[config.mk]
export PLATFORM = sky130hd
export DESIGN_NAME = vip_uart_rx_decoder
export DESIGN_NICKNAME = d
export VERILOG_FILES = /design/src/rtl/vip_uart_rx_decoder.sv
export SDC_FILE = /design/constraint.sdc
export NUM_CORES = 1
export LEC_CHECK = 0
export BUFFER_PORTS_ARGS = -buffer_cell sky130_fd_sc_hd__buf_2
export CAP_MARGIN = 20
export CORE_MARGIN = 1.5
export CORE_UTILIZATION = 30
export DETAILED_ROUTE_END_ITERATION = 7
export SKIP_CTS_REPAIR_TIMING = 1
export SLEW_MARGIN = 20
export SYNTH_ARGS = -nofsm -noshare
export SYNTH_HDL_FRONTEND = slang
export SYNTH_SLANG_ARGS = --single-unit
[constraint.sdc]
create_clock -name clk_i -period 3.18 [get_ports clk_i]
set_clock_uncertainty 0.05 [all_clocks]
set_input_delay 0.159 -clock clk_i [delete_from_list [all_inputs] [get_ports clk_i]]
set_output_delay 0.159 -clock clk_i [all_outputs]
set_load 0.1 [all_outputs]
[src/rtl/vip_uart_rx_decoder.sv]
// vip_uart_rx_decoder
//   8N1, LSB-first UART receiver feeding a small byte FIFO with a
//   valid/ready drain. It reports bad stop bits and FIFO overflow.
//
// Ports
//   clk_i        clock (single domain)
//   rst_i        synchronous, active-high reset
//   rx_i         serial line, asynchronous to clk_i, idle high
//   data_o       byte at the FIFO head
//   valid_o      FIFO not empty
//   ready_i      consumer accepts data_o (pop on valid_o && ready_i)
//   frame_err_o  one-cycle pulse when a byte is dropped for a bad stop bit
//   overflow_o   sticky; set when a byte is dropped because the FIFO is full
//   clr_i        clears overflow_o (a simultaneous set wins)
//   fill_o       current FIFO occupancy
module vip_uart_rx_decoder #(
  parameter int unsigned ClkPerBit = 16,
  parameter int unsigned FifoDepth = 8
) (
  input  logic                           clk_i,
  input  logic                           rst_i,
  input  logic                           rx_i,
  output logic [7:0]                     data_o,
  output logic                           valid_o,
  input  logic                           ready_i,
  output logic                           frame_err_o,
  output logic                           overflow_o,
  input  logic                           clr_i,
  output logic [$clog2(FifoDepth+1)-1:0] fill_o
);

  localparam int unsigned CntW  = $clog2(ClkPerBit);
  localparam int unsigned PtrW  = $clog2(FifoDepth);
  localparam int unsigned FillW = $clog2(FifoDepth + 1);

  localparam logic [CntW-1:0]  CntHalf = CntW'(ClkPerBit / 2 - 1);
  localparam logic [CntW-1:0]  CntLast = CntW'(ClkPerBit - 1);
  localparam logic [FillW-1:0] FillMax = FillW'(FifoDepth);

  typedef enum logic [1:0] {
    IDLE,
    START,
    DATA,
    STOP
  } state_e;

  // Input synchroniser plus previous-value flop for start-edge detection
  logic sync1_q;
  logic rxs_q;
  logic prev_q;

  always_ff @(posedge clk_i) begin
    if (rst_i) begin
      sync1_q <= 1'b1;
      rxs_q   <= 1'b1;
      prev_q  <= 1'b1;
    end else begin
      sync1_q <= rx_i;
      rxs_q   <= sync1_q;
      prev_q  <= rxs_q;
    end
  end

  // Frame decoder
  state_e          state_q, state_d;
  logic [CntW-1:0] cnt_q, cnt_d;
  logic [2:0]      idx_q, idx_d;
  logic [7:0]      sr_q, sr_d;
  logic            frame_err_q, frame_err_d;
  logic            push;

  always_ff @(posedge clk_i) begin
    if (rst_i) begin
      state_q     <= IDLE;
      cnt_q       <= '0;
      idx_q       <= '0;
      sr_q        <= '0;
      frame_err_q <= 1'b0;
    end else begin
      state_q     <= state_d;
      cnt_q       <= cnt_d;
      idx_q       <= idx_d;
      sr_q        <= sr_d;
      frame_err_q <= frame_err_d;
    end
  end

  always_comb begin
    state_d     = state_q;
    cnt_d       = cnt_q;
    idx_d       = idx_q;
    sr_d        = sr_q;
    push        = 1'b0;
    frame_err_d = 1'b0;
    case (state_q)
      IDLE: begin
        // Only a high-to-low transition starts a frame; a line stuck low does not.
        if (prev_q && !rxs_q) begin
          state_d = START;
          cnt_d   = '0;
        end
      end
      START: begin
        if (cnt_q == CntHalf) begin
          cnt_d = '0;
          if (!rxs_q) begin
            state_d = DATA;
            idx_d   = '0;
          end else begin
            state_d = IDLE;
          end
        end else begin
          cnt_d = cnt_q + CntW'(1);
        end
      end
      DATA: begin
        // Sampling a full bit period after the start-bit centre lands on bit centres.
        if (cnt_q == CntLast) begin
          sr_d[idx_q] = rxs_q;
          cnt_d       = '0;
          if (idx_q == 3'd7) begin
            state_d = STOP;
          end else begin
            idx_d = idx_q + 3'd1;
          end
        end else begin
          cnt_d = cnt_q + CntW'(1);
        end
      end
      STOP: begin
        // Leaving mid stop bit lets a zero-idle-bit next frame be caught.
        if (cnt_q == CntLast) begin
          cnt_d   = '0;
          state_d = IDLE;
          if (rxs_q) begin
            push = 1'b1;
          end else begin
            frame_err_d = 1'b1;
          end
        end else begin
          cnt_d = cnt_q + CntW'(1);
        end
      end
      default: begin
        state_d = IDLE;
        cnt_d   = '0;
      end
    endcase
  end

  // Byte FIFO
  logic [7:0]      mem_q [FifoDepth];
  logic [PtrW-1:0] wr_ptr_q;
  logic [PtrW-1:0] rd_ptr_q;
  logic [FillW-1:0] count_q;
  logic            overflow_q;
  logic            full;
  logic            valid;
  logic            pop;
  logic            accept;
  logic            ovf_set;

  assign full    = (count_q == FillMax);
  assign valid   = (count_q != '0);
  assign pop     = valid && ready_i;
  // A pop in the same cycle frees a slot, so a push into a full FIFO is still taken.
  assign accept  = push && (!full || pop);
  assign ovf_set = push && full && !pop;

  always_ff @(posedge clk_i) begin
    if (rst_i) begin
      for (int unsigned i = 0; i < FifoDepth; i++) begin
        mem_q[i] <= '0;
      end
      wr_ptr_q   <= '0;
      rd_ptr_q   <= '0;
      count_q    <= '0;
      overflow_q <= 1'b0;
    end else begin
      if (accept) begin
        mem_q[wr_ptr_q] <= sr_q;
        wr_ptr_q        <= wr_ptr_q + PtrW'(1);
      end
      if (pop) begin
        rd_ptr_q <= rd_ptr_q + PtrW'(1);
      end
      case ({accept, pop})
        2'b10:   count_q <= count_q + FillW'(1);
        2'b01:   count_q <= count_q - FillW'(1);
        default: count_q <= count_q;
      endcase
      if (ovf_set) begin
        overflow_q <= 1'b1;
      end else if (clr_i) begin
        overflow_q <= 1'b0;
      end
    end
  end

  assign data_o      = mem_q[rd_ptr_q];
  assign valid_o     = valid;
  assign fill_o      = count_q;
  assign frame_err_o = frame_err_q;
  assign overflow_o  = overflow_q;

endmodule

==> results of run 1 <==
## stage by stage
| step | instances | cell area, um2 | util, % | hold WS (ns) |
|---|---|---|---|---|
| detailed placement | 557 | 4875 | 32.31 | 0.2953 |
| floorplan | 366 | 4607 | - | 0.2128 |
| global route | 574 | 5171 | 34.27 | 0.07338 |
| global placement | 557 | 4875 | 32.31 | 0.2914 |
| finish | 574 | 5171 | 34.27 | 0.05839 |
| CTS | 573 | 5161 | 34.20 | -0.07282 |
## critical path: stages (launching register included)
cell     delay (ns)
dfxtp_1        0.41
ha_1           0.38
nand4_4        0.18
nor2_2         0.32
nand3_1        0.25
nor2_1         0.38
or2_1          0.35
## report_power, final
| group | switching [W] | internal (W) |
|---|---|---|
| Clock | 0.000494 | 0.000548 |
| Combinational | 0.000499 | 0.000228 |
| Sequential | 0.0000632 | 0.00143 |
## synth_stat cells, types with 2 or more instances
| master | count |
|---|---|
| and2_1 | 66 |
| edfxtp_1 | 64 |
| dfxtp_1 | 35 |
| nor2_1 | 35 |
| mux4_2 | 16 |
| nand2_1 | 13 |
| mux2i_1 | 12 |
| clkbuf_1 | 11 |
| a21oi_1 | 10 |
| mux2_2 | 9 |
| nand3_1 | 8 |
| or2_2 | 8 |
| nand3b_1 | 7 |
| ha_1 | 6 |
| nor3_1 | 5 |
| o21ai_0 | 5 |
| nor3_2 | 4 |
| nor3b_1 | 4 |
| xnor2_1 | 4 |
| clkbuf_2 | 3 |
| nand2b_1 | 3 |
| or3_1 | 3 |
| xor2_1 | 3 |
| a211oi_1 | 2 |
| and3_1 | 2 |
| buf_1 | 2 |
| buf_2 | 2 |
| inv_1 | 2 |
| nor2b_1 | 2 |
| or2_1 | 2 |
## state kept, by name, indices dropped and copies added (netlist names), named ones only
signal	count
mem_q	64
sr_q	8
cnt_q	4
fill_o	4
idx_q	3
rd_ptr_q	3
wr_ptr_q	3
frame_err_o	1
overflow_o	1
prev_q	1
rxs_q	1
state_q	1
sync1_q	1
## logic make-up after synthesis
| family | after synthesis | synth area share (%) |
|---|---|---|
| simple gates | 171 | 21.48 |
| flops | 99 | 56.93 |
| mux | 37 | 12.63 |
| compound gates | 25 | 3.993 |
| buf+inv | 21 | 2.010 |
| xor+xnor | 7 | 1.331 |
| fa+ha+maj | 6 | 1.630 |
## final cells by class
class                           instances  area (um2)
Fill cell                            1470        9918
Sequential cell                        99        2623
Multi-Input combinational cell        246        1892
Tap cell                              188       235.2
Clock buffer                           10       229.0
Timing Repair Buffer                   23       127.6
Clock inverter                          6       57.56
Inverter                                2       7.507
## per-layer routing
metal | vias up | track usage [%] | routed length (um)
li1 | 1355 | - | -
met1 | 1311 | 16.51 | 4412
met2 | 53 | 19.95 | 4350
met3 | 10 | 3.290 | 429
met4 | 0 | 5.013 | 127
met5 | - | 0 | 0
## cell usage in the layout, fill, tap and decap left out, drive strengths merged, types with 10 or more instances in the layout
cell type | synthesis | routed
buf | 5 | 22
mux2i | 12 | 12
mux4 | 16 | 16
or2 | 10 | 10
a21oi | 10 | 10
edfxtp | 64 | 64
dfxtp | 35 | 35
and2 | 66 | 66
nand2 | 14 | 14
nor2 | 36 | 36
clkbuf | 14 | 10
## worst max-delay path by stage
stage,startpoint,to,depth (start not counted)
after floorplan,fill_o[1],fill_o[2],8
after global placement,cnt_q[0],mem_q[6][0],6
after detailed placement,cnt_q[0],mem_q[5][4],6
after CTS,cnt_q[0],mem_q[5][6],6
after global routing,cnt_q[0],mem_q[5][3],6
final,cnt_q[0],mem_q[5][6],6
==> results_dict.tcl, run 1 <==
set metrics [dict create \
    worstSetupPathType "reg -> reg" \
    grt-ovfl-total 0 \
    die_h_um 126.9 \
    placementRows 45 \
    root_buffer "clkbuf_16" \
    start_kind "flip-flop" \
    syn_avg_cell_area_um2 12.59 \
    wl_per_cell_um 16.24 \
    synth_top_area_share_pct 41.72 \
    clock-sinks 99 \
    reg2reg_to "mem_q[5][6]" \
    hold_viol_final 0 \
    ys.flop_type "edfxtp_1" \
    min_delay_path_depth 2 \
    initial_core_util_pct 30.53 \
    clk_path_buf_depth 2 \
    r2r-start "cnt_q[0]" \
    synth-seq-area-share_pct 56.93 \
    place_ws_ns 0.5713 \
    netlist_area_mm2 0.004607 \
    chipWidth_um 126.9 \
    yosysTopAreaCell "edfxtp_1" \
    ys_types 48 \
    ir_drop_uv 671.5 \
    nNetsFinal 392 \
    post-route-period-util_pct 82.81 \
    grt_usage_pct 12.60 \
    required_ns 3.15 \
    worst_pin_slew_ns 0.7631 \
    cts_tree "done" \
    worstSetupEndpointType "flip-flop" \
    io_pins 20 \
    vias 2729 \
    grt_setup_unrepaired "false" \
    drtIter0Drc 199 \
    layout_setup_ws_ns 0.5467 \
    viasPerCell 4.754 \
    total_leakage_power_nw 1.825 \
    n_antenna_cell 0 \
    synth_nets 377 \
    status "finished clean" \
    maxSlewViolCount 0 \
    finalSetupTns_ns 0 \
    path_clk_slew_ns 0.07 \
    drc 0 \
    grt_pass1_vias 2734 \
    r2r_setup_slack_ns 0.55 \
    worstPathArrival_ns 2.61 \
    core_mm2 0.01509 \
    routed_wl_um 9319 \
    ys_top_cells_by_area "edfxtp_1 (42%), dfxtp_1 (15%), and2_1 (9.0%)" \
    dieArea_mm2 0.01611 \
    fmax_ghz 0.3797 \
    clk_latency_ns 0.35 \
    async_flop_share_pct 0 \
    p_total_w 0.003263 \
    hpwl_um 6696 \
    slew_headroom_pct 49.06 \
    grt_antenna_before_repair 0 \
    cts_buffers 9 \
    maxCapViolCount 0 \
    p_per_area_mw_per_mm2 631.0 \
    hp-class "in -> reg" \
    hold-path-endpoint "wr_ptr_q[0]" \
    synth-edff-count 64 \
    synth_seq_cells 99 \
    htreeDepth 3 \
    syn_inst 366 \
    io_buffers 19 \
    finalSetupViolCount 0 \
    yosys_warnings 0 \
    crit_fanout 9 \
    ant_nets 0 \
    ff2ff_path_depth 6 \
    fin_crit_ns 2.633 \
    synthToLayoutAreaGrowth_pct 12.25 \
    grt_pass1_wl_um 14990 \
    drive_gt1_share_pct 20.98 \
    dr.pass1.iters 4 \
    grt_max_degree 37 \
    gp_congestion 0.8046 \
    hp-start "rst_i" \
]
(Power assumes the default switching activity.)
==> run 2, diff against run 1 <==
ABC_AREA = 1   (was not set)
clock period = 2.2 ns   (was 3.18 ns; I/O delays follow)
==> run 2 against run 1 <==
  * Die area fell by 2.4%
  * Global-route usage rose by 0.87 points
  * Via count grew 26%
  * Core utilization rose by 2.2 points
  * First-iteration DRC count increased by 45%
  * Clock power grew 46%
  * Area after synthesis shrank 2.4%
  * Critical endpoint is now data_o[5]
  * Largest power group is now combinational logic
==> results_dict.tcl, run 2 <==
set metrics [dict create \
    yosysTopAreaCell "edfxtp_1" \
    ys_top_cells_by_area "edfxtp_1 (43%), dfxtp_1 (16%), nor2_1 (12%)" \
    async_flop_share_pct 0 \
    synth_seq_cells 99 \
    largest_register_ffs 64 \
    placementRows 44 \
    largestRegisters "mem_q: 64 flops, sr_q: 8 flops" \
    dieArea_mm2 0.01572 \
    maxCapViolCount 0 \
    chipWidth_um 125.4 \
    clkPwrFrac_pct 24.5 \
    post-route-period-util_pct 95.07 \
    worstSetupPathType "reg -> out" \
    grt-ovfl-total 0 \
    synth-edff-count 64 \
    cp_slowest_stage_delay_ns 0.39 \
    yosys_warnings 0 \
    synth_nets 508 \
    ir_drop_uv 1198 \
    ant_nets 0 \
    drive_gt1_share_pct 15.63 \
    syn_inst 497 \
    synth.most_common_cell "nor2_1" \
    top_register "mem_q" \
    cp_num_buf_inv 2 \
    gp_congestion 0.8910 \
    grt_antenna_before_repair 0 \
    fill_cells 1440 \
    cpMaxStageDelayCell "o32ai_1" \
    p_per_area_mw_per_mm2 1167 \
    start_kind "flip-flop" \
    hp-class "in -> reg" \
    power_frac_seq_pct 35.8 \
    root_buffer "clkbuf_16" \
    initial_core_util_pct 30.81 \
    crit_fanout 32 \
    synthToLayoutAreaGrowth_pct 18.54 \
    cts_tree "done" \
    clk_latency_ns 0.34 \
    place_ws_ns 0.07177 \
    total_leakage_power_nw 2.008 \
    layout_setup_ws_ns 0.1085 \
    io_pins 20 \
    dr.pass1.iters 5 \
    power.switching_w 0.002530 \
    nNetsFinal 539 \
    grt_usage_pct 13.47 \
    path_clk_slew_ns 0.06 \
    internal_power_w 0.003686 \
    grt_setup_unrepaired "false" \
    combPwrFrac_pct 39.8 \
    core_mm2 0.01459 \
    grt_pass1_wl_um 16500 \
    final_cell_area_mm2 0.005328 \
    layout_commonest_cell "nor2_1" \
    final_cell_mix "nor2_1 (139), nand2_1 (72), edfxtp_1 (64)" \
    hpwl_um 7366 \
    viasPerCell 4.811 \
    syn_avg_cell_area_um2 9.043 \
    die_h_um 125.4 \
    swShare_pct 40.70 \
    drc 0 \
    fmax_ghz 0.4781 \
    slew_headroom_pct 55.18 \
    critPathTopFamily "buffers and inverters" \
    ys_top_cells_by_count "nor2_1 (139), nand2_1 (81), edfxtp_1 (64)" \
    htreeDepth 3 \
    grt_max_degree 33 \
    drtIter0Drc 288 \
    netlist_area_mm2 0.004494 \
    hold_viol_final 0 \
    worstSetupEndpointType "output pin" \
    finalSetupViolCount 0 \
    crit_top_cell "nand2_1" \
    status "finished clean" \
    ys.flop_type "edfxtp_1" \
    wl_per_cell_um 14.35 \
    routed_wl_um 10260 \
    clk_path_buf_depth 2 \
    fin_crit_ns 2.092 \
    clock-sinks 99 \
    worst_pin_slew_ns 0.6714 \
    place_area_mm2 0.004995 \
    cp_cell_sequence "buf_4, nor2_1, o32ai_1, nand2_1, nand2_1, buf_12" \
    synth_top_area_share_pct 42.76 \
    n_antenna_cell 0 \
    grt_pass1_vias 3286 \
    required_ns 2.04 \
    ys_types 28 \
    worstPathArrival_ns 1.93 \
    vias 3440 \
    maxSlewViolCount 0 \
    cts_buffers 9 \
    io_buffers 19 \
    synth-seq-area-share_pct 58.35 \
]
## run 2: cell types whose count changed after synthesis, moves of 5 or more
cell	delta
nand3_1	+6
inv_1	+32
o32ai_1	+16
o21ai_0	+29
and2_1	-66
or2_2	-5
nor2_1	+104
nand3b_1	-7
mux2_2	-9
a21oi_1	+11
nand2_1	+68
mux4_2	-16
mux2i_1	-12
## run 2: through the flow
stage                     util (%)  TNS [ns]  hold slack (ns)  power (W)  std cells
after global placement       34.24         0           0.2474   0.004696        699
after floorplan                  -         0           0.1638   0.003972        497
after CTS                    36.17  -0.07465          -0.1142   0.006234        713
after detailed placement     34.24         0           0.2445   0.004714        699
final                        36.52         0           0.1565   0.006216        715
after global routing         36.52         0           0.1882   0.006465        715
## run 2: cell families (layout without fill, tap and decap cells)
group	Yosys count	after routing	synth area share (%)
adder cells (fa/ha/maj)	6	6	1.670
AO/OA/AOI/OAI	74	74	9.800
flip-flops	99	99	58.35
buffers and inverters	55	89	4.621
AND/OR/NAND/NOR	263	263	25.56
## run 2: path summary, 6_finish.rpt
kind | start | end | slack, ns | cells after the start
max | flip-flop | data_o[5] | 0.11 | 6
min | ready_i | flip-flop | 0.16 | 4
max reg2reg | cnt_q[0] | mem_q[2][6] | 0.21 | 9
min reg2reg | sync1_q | rxs_q | 0.36 | 1
## run 2: metal layers
layer	part of all wire [%]	global-route usage, %
met3	5.8	3.380
met2	45	21.34
met4	2.3	4.813
met5	0	0
met1	47	17.93
## run 2: power groups by stage
stage          Sequential [W]  Clock (W)  Combinational (W)
2_1_floorplan         0.00237          0            0.00160
4_1_cts               0.00222    0.00155            0.00247
6_report              0.00222    0.00152            0.00247
3_5_place_dp          0.00226          0            0.00246
5_1_grt               0.00225    0.00161            0.00261
3_3_place_gp          0.00225          0            0.00244
## run 2: final cells by class
type | instances | area, um2 | share of cell area, %
Sequential cell | 99 | 2629 | 49.34
Multi-Input combinational cell | 343 | 1697 | 31.85
Timing Repair Buffer | 35 | 340.3 | 6.388
Clock buffer | 9 | 225.2 | 4.227
Inverter | 40 | 150.1 | 2.818
Tap cell | 184 | 230.2 | 4.321
Clock inverter | 5 | 56.30 | 1.057
## run 2: worst reg2reg max path, cell delays in order (launching register included)
cell and delay, ns:
dfxtp_1 0.39, ha_1 0.23, nand2_2 0.09, nor2_4 0.12
nand3_4 0.10, nor2_4 0.10, inv_2 0.10, nor2_8 0.18
nand3_4 0.16, nand2_4 0.18
==> run 3, diff against run 2 <==
CORE_ASPECT_RATIO = 0.5   (was not set)
==> run 3 against run 2 <==
  * First-iteration DRC count decreased by 17%
  * Routed wire length decreased by 2.5%
  * Fmax increased by 2.8%
  * Cell count increased by 2.7%
  * Largest cell class unchanged
  * Power increased by 2.5%
  * Critical path depth unchanged
  * Hold slack got worse by 0.051 ns
  * Register-to-register slack got worse by 0.04 ns
  * Clock-buffer cell count increased by 1
  * Non-clock buffer count increased by 3
  * Combinational power increased by 2%
==> results_dict.tcl, run 3 (synthesis results as in run 2) <==
set metrics [dict create \
    power.switching_w 0.002595 \
    finish.utilization_pct 37.06 \
    synthToLayoutAreaGrowth_pct 19.93 \
    maxSlewViolCount 0 \
    power_frac_seq_pct 34.9 \
    grt_pass1_vias 3188 \
    hp-class "in -> reg" \
    hold_viol_final 0 \
    hpwl_um 7065 \
    grt_pass1_wl_um 16150 \
    clock-sinks 99 \
    path_clk_slew_ns 0.07 \
    finalSetupViolCount 0 \
    maxCapViolCount 0 \
    viasPerCell 4.565 \
    total_leakage_power_nw 2.042 \
    final_cell_mix "nor2_1 (139), nand2_1 (76), edfxtp_1 (64)" \
    ir_drop_uv 708.0 \
    crit_top_cell "nand2_1" \
    initial_core_util_pct 30.90 \
    crit_fanout 11 \
    worstSetupEndpointType "output pin" \
    cts_buffers 9 \
    n_antenna_cell 0 \
    dr.pass1.iters 5 \
    place_inst 716 \
    fmax_ghz 0.4913 \
    cts_tree "done" \
    core_mm2 0.01455 \
    swShare_pct 40.74 \
    grt_usage_pct 13.56 \
    r2r_setup_slack_ns 0.17 \
    cpMaxStageDelayCell "dfxtp_2" \
    clk_latency_ns 0.34 \
    io_buffers 19 \
    nNetsFinal 542 \
    fin_crit_ns 2.035 \
    finalSetupTns_ns 0 \
    cp_cell_sequence "buf_4, nor2_1, o32ai_1, nand2_1, nand2_1, buf_12" \
    largestRegisters "mem_q: 64 flops, sr_q: 8 flops" \
    p_per_area_mw_per_mm2 1182 \
    worstSetupPathType "reg -> out" \
    clk_path_buf_depth 2 \
    dieArea_mm2 0.01577 \
    drtIter0Drc 238 \
    gp_congestion 0.8133 \
    min_delay_path_depth 4 \
    chipWidth_um 176.1 \
    slew_headroom_pct 62.61 \
    status "finished clean" \
    internal_power_w 0.003775 \
    root_buffer "clkbuf_16" \
    routed_wl_um 10010 \
    vias 3351 \
    worstPathArrival_ns 1.88 \
    top_register "mem_q" \
    combPwrFrac_pct 39.5 \
    io_pins 20 \
    grt_setup_unrepaired "false" \
    hp-start "ready_i" \
    die_h_um 89.55 \
    grt_antenna_before_repair 0 \
    ff2ff_path_depth 9 \
    place_ws_ns 0.07158 \
    layout_commonest_cell "nor2_1" \
    wl_per_cell_um 13.63 \
    clkPwrFrac_pct 25.6 \
    fin_cells 734 \
    drive_gt1_share_pct 15.67 \
    fill_cells 1401 \
    worst_pin_slew_ns 0.5601 \
    post-route-period-util_pct 92.52 \
    reg2reg_to "mem_q[1][3]" \
    cp_slowest_stage_delay_ns 0.42 \
    largest_register_ffs 64 \
    grt-ovfl-total 0 \
    drc 0 \
    r2r-start "cnt_q[0]" \
    grt_max_degree 33 \
    htreeDepth 3 \
    ant_nets 0 \
    placementRows 31 \
    layout_setup_ws_ns 0.1646 \
    required_ns 2.04 \
    start_kind "flip-flop" \
]
-- run 3: changes by cell type in the layout (fill, tap and decap cells not counted), sizes merged --
| cell | previous run | this run |
|---|---|---|
| buf | 33 | 36 |
| clkbuf | 9 | 10 |
| clkinv | 7 | 6 |
| inv | 36 | 38 |
-- run 3: metal layers --
metal / vias to the layer above / wire length, um / share of wire (%) / track usage [%]
li1: 1725 / - / - / -
met1: 1511 / 4767 / 48 / 17.56
met2: 96 / 4385 / 44 / 22.23
met3: 19 / 608 / 6.1 / 2.849
met4: 0 / 246 / 2.5 / 6.061
met5: - / 0 / 0 / 0
-- run 3: worst max-delay path: cells and delay by family (launching register included) --
kind / cells / cell delay [ns]
AO/OA/AOI/OAI: 1 / 0.35
buffers and inverters: 2 / 0.39
flip-flops: 1 / 0.42
AND/OR/NAND/NOR: 3 / 0.36
-- run 3: area by class of cell --
type / count / area (um2) / share of cell area [%]
multi-input combinational: 343 / 1677 / 31.10
clock inverter: 6 / 71.32 / 1.323
clock buffer: 10 / 239.0 / 4.434
tap: 198 / 247.7 / 4.596
inverter: 40 / 150.1 / 2.786
sequential: 99 / 2630 / 48.79
timing repair buffer: 38 / 375.4 / 6.964
-- run 3: worst max path at each step --
stage	startpoint	to	slack, ns	cells past startpoint
6_report	flip-flop	data_o[1]	0.16	6
5_1_grt	cnt_q[0]	mem_q[1][0]	0.003	9
4_1_cts	flip-flop	data_o[1]	-0.02	5
3_5_place_dp	cnt_q[0]	mem_q[5][7]	0.07	9
3_3_place_gp	cnt_q[0]	mem_q[4][4]	0.14	9
2_1_floorplan	fill_o[0]	mem_q[0][0]	0.05	8
-- run 3: through the flow --
stage,instance area (um2),total power [W],hold WS [ns]
floorplan,4502,0.003972,0.1638
global placement,5047,0.004768,0.2425
detailed placement,5047,0.004785,0.2462
CTS,5358,0.006395,-0.1115
global route,5390,0.006635,0.1443
finish,5390,0.006370,0.1053
-- run 3: power by group through the flow --
stage	clock network [W]	logic (W)	registers [W]
after floorplan	0	0.00160	0.00237
after detailed placement	0	0.00252	0.00227
after global placement	0	0.00251	0.00226
after global routing	0.00172	0.00267	0.00225
final	0.00163	0.00251	0.00223
after CTS	0.00164	0.00253	0.00222
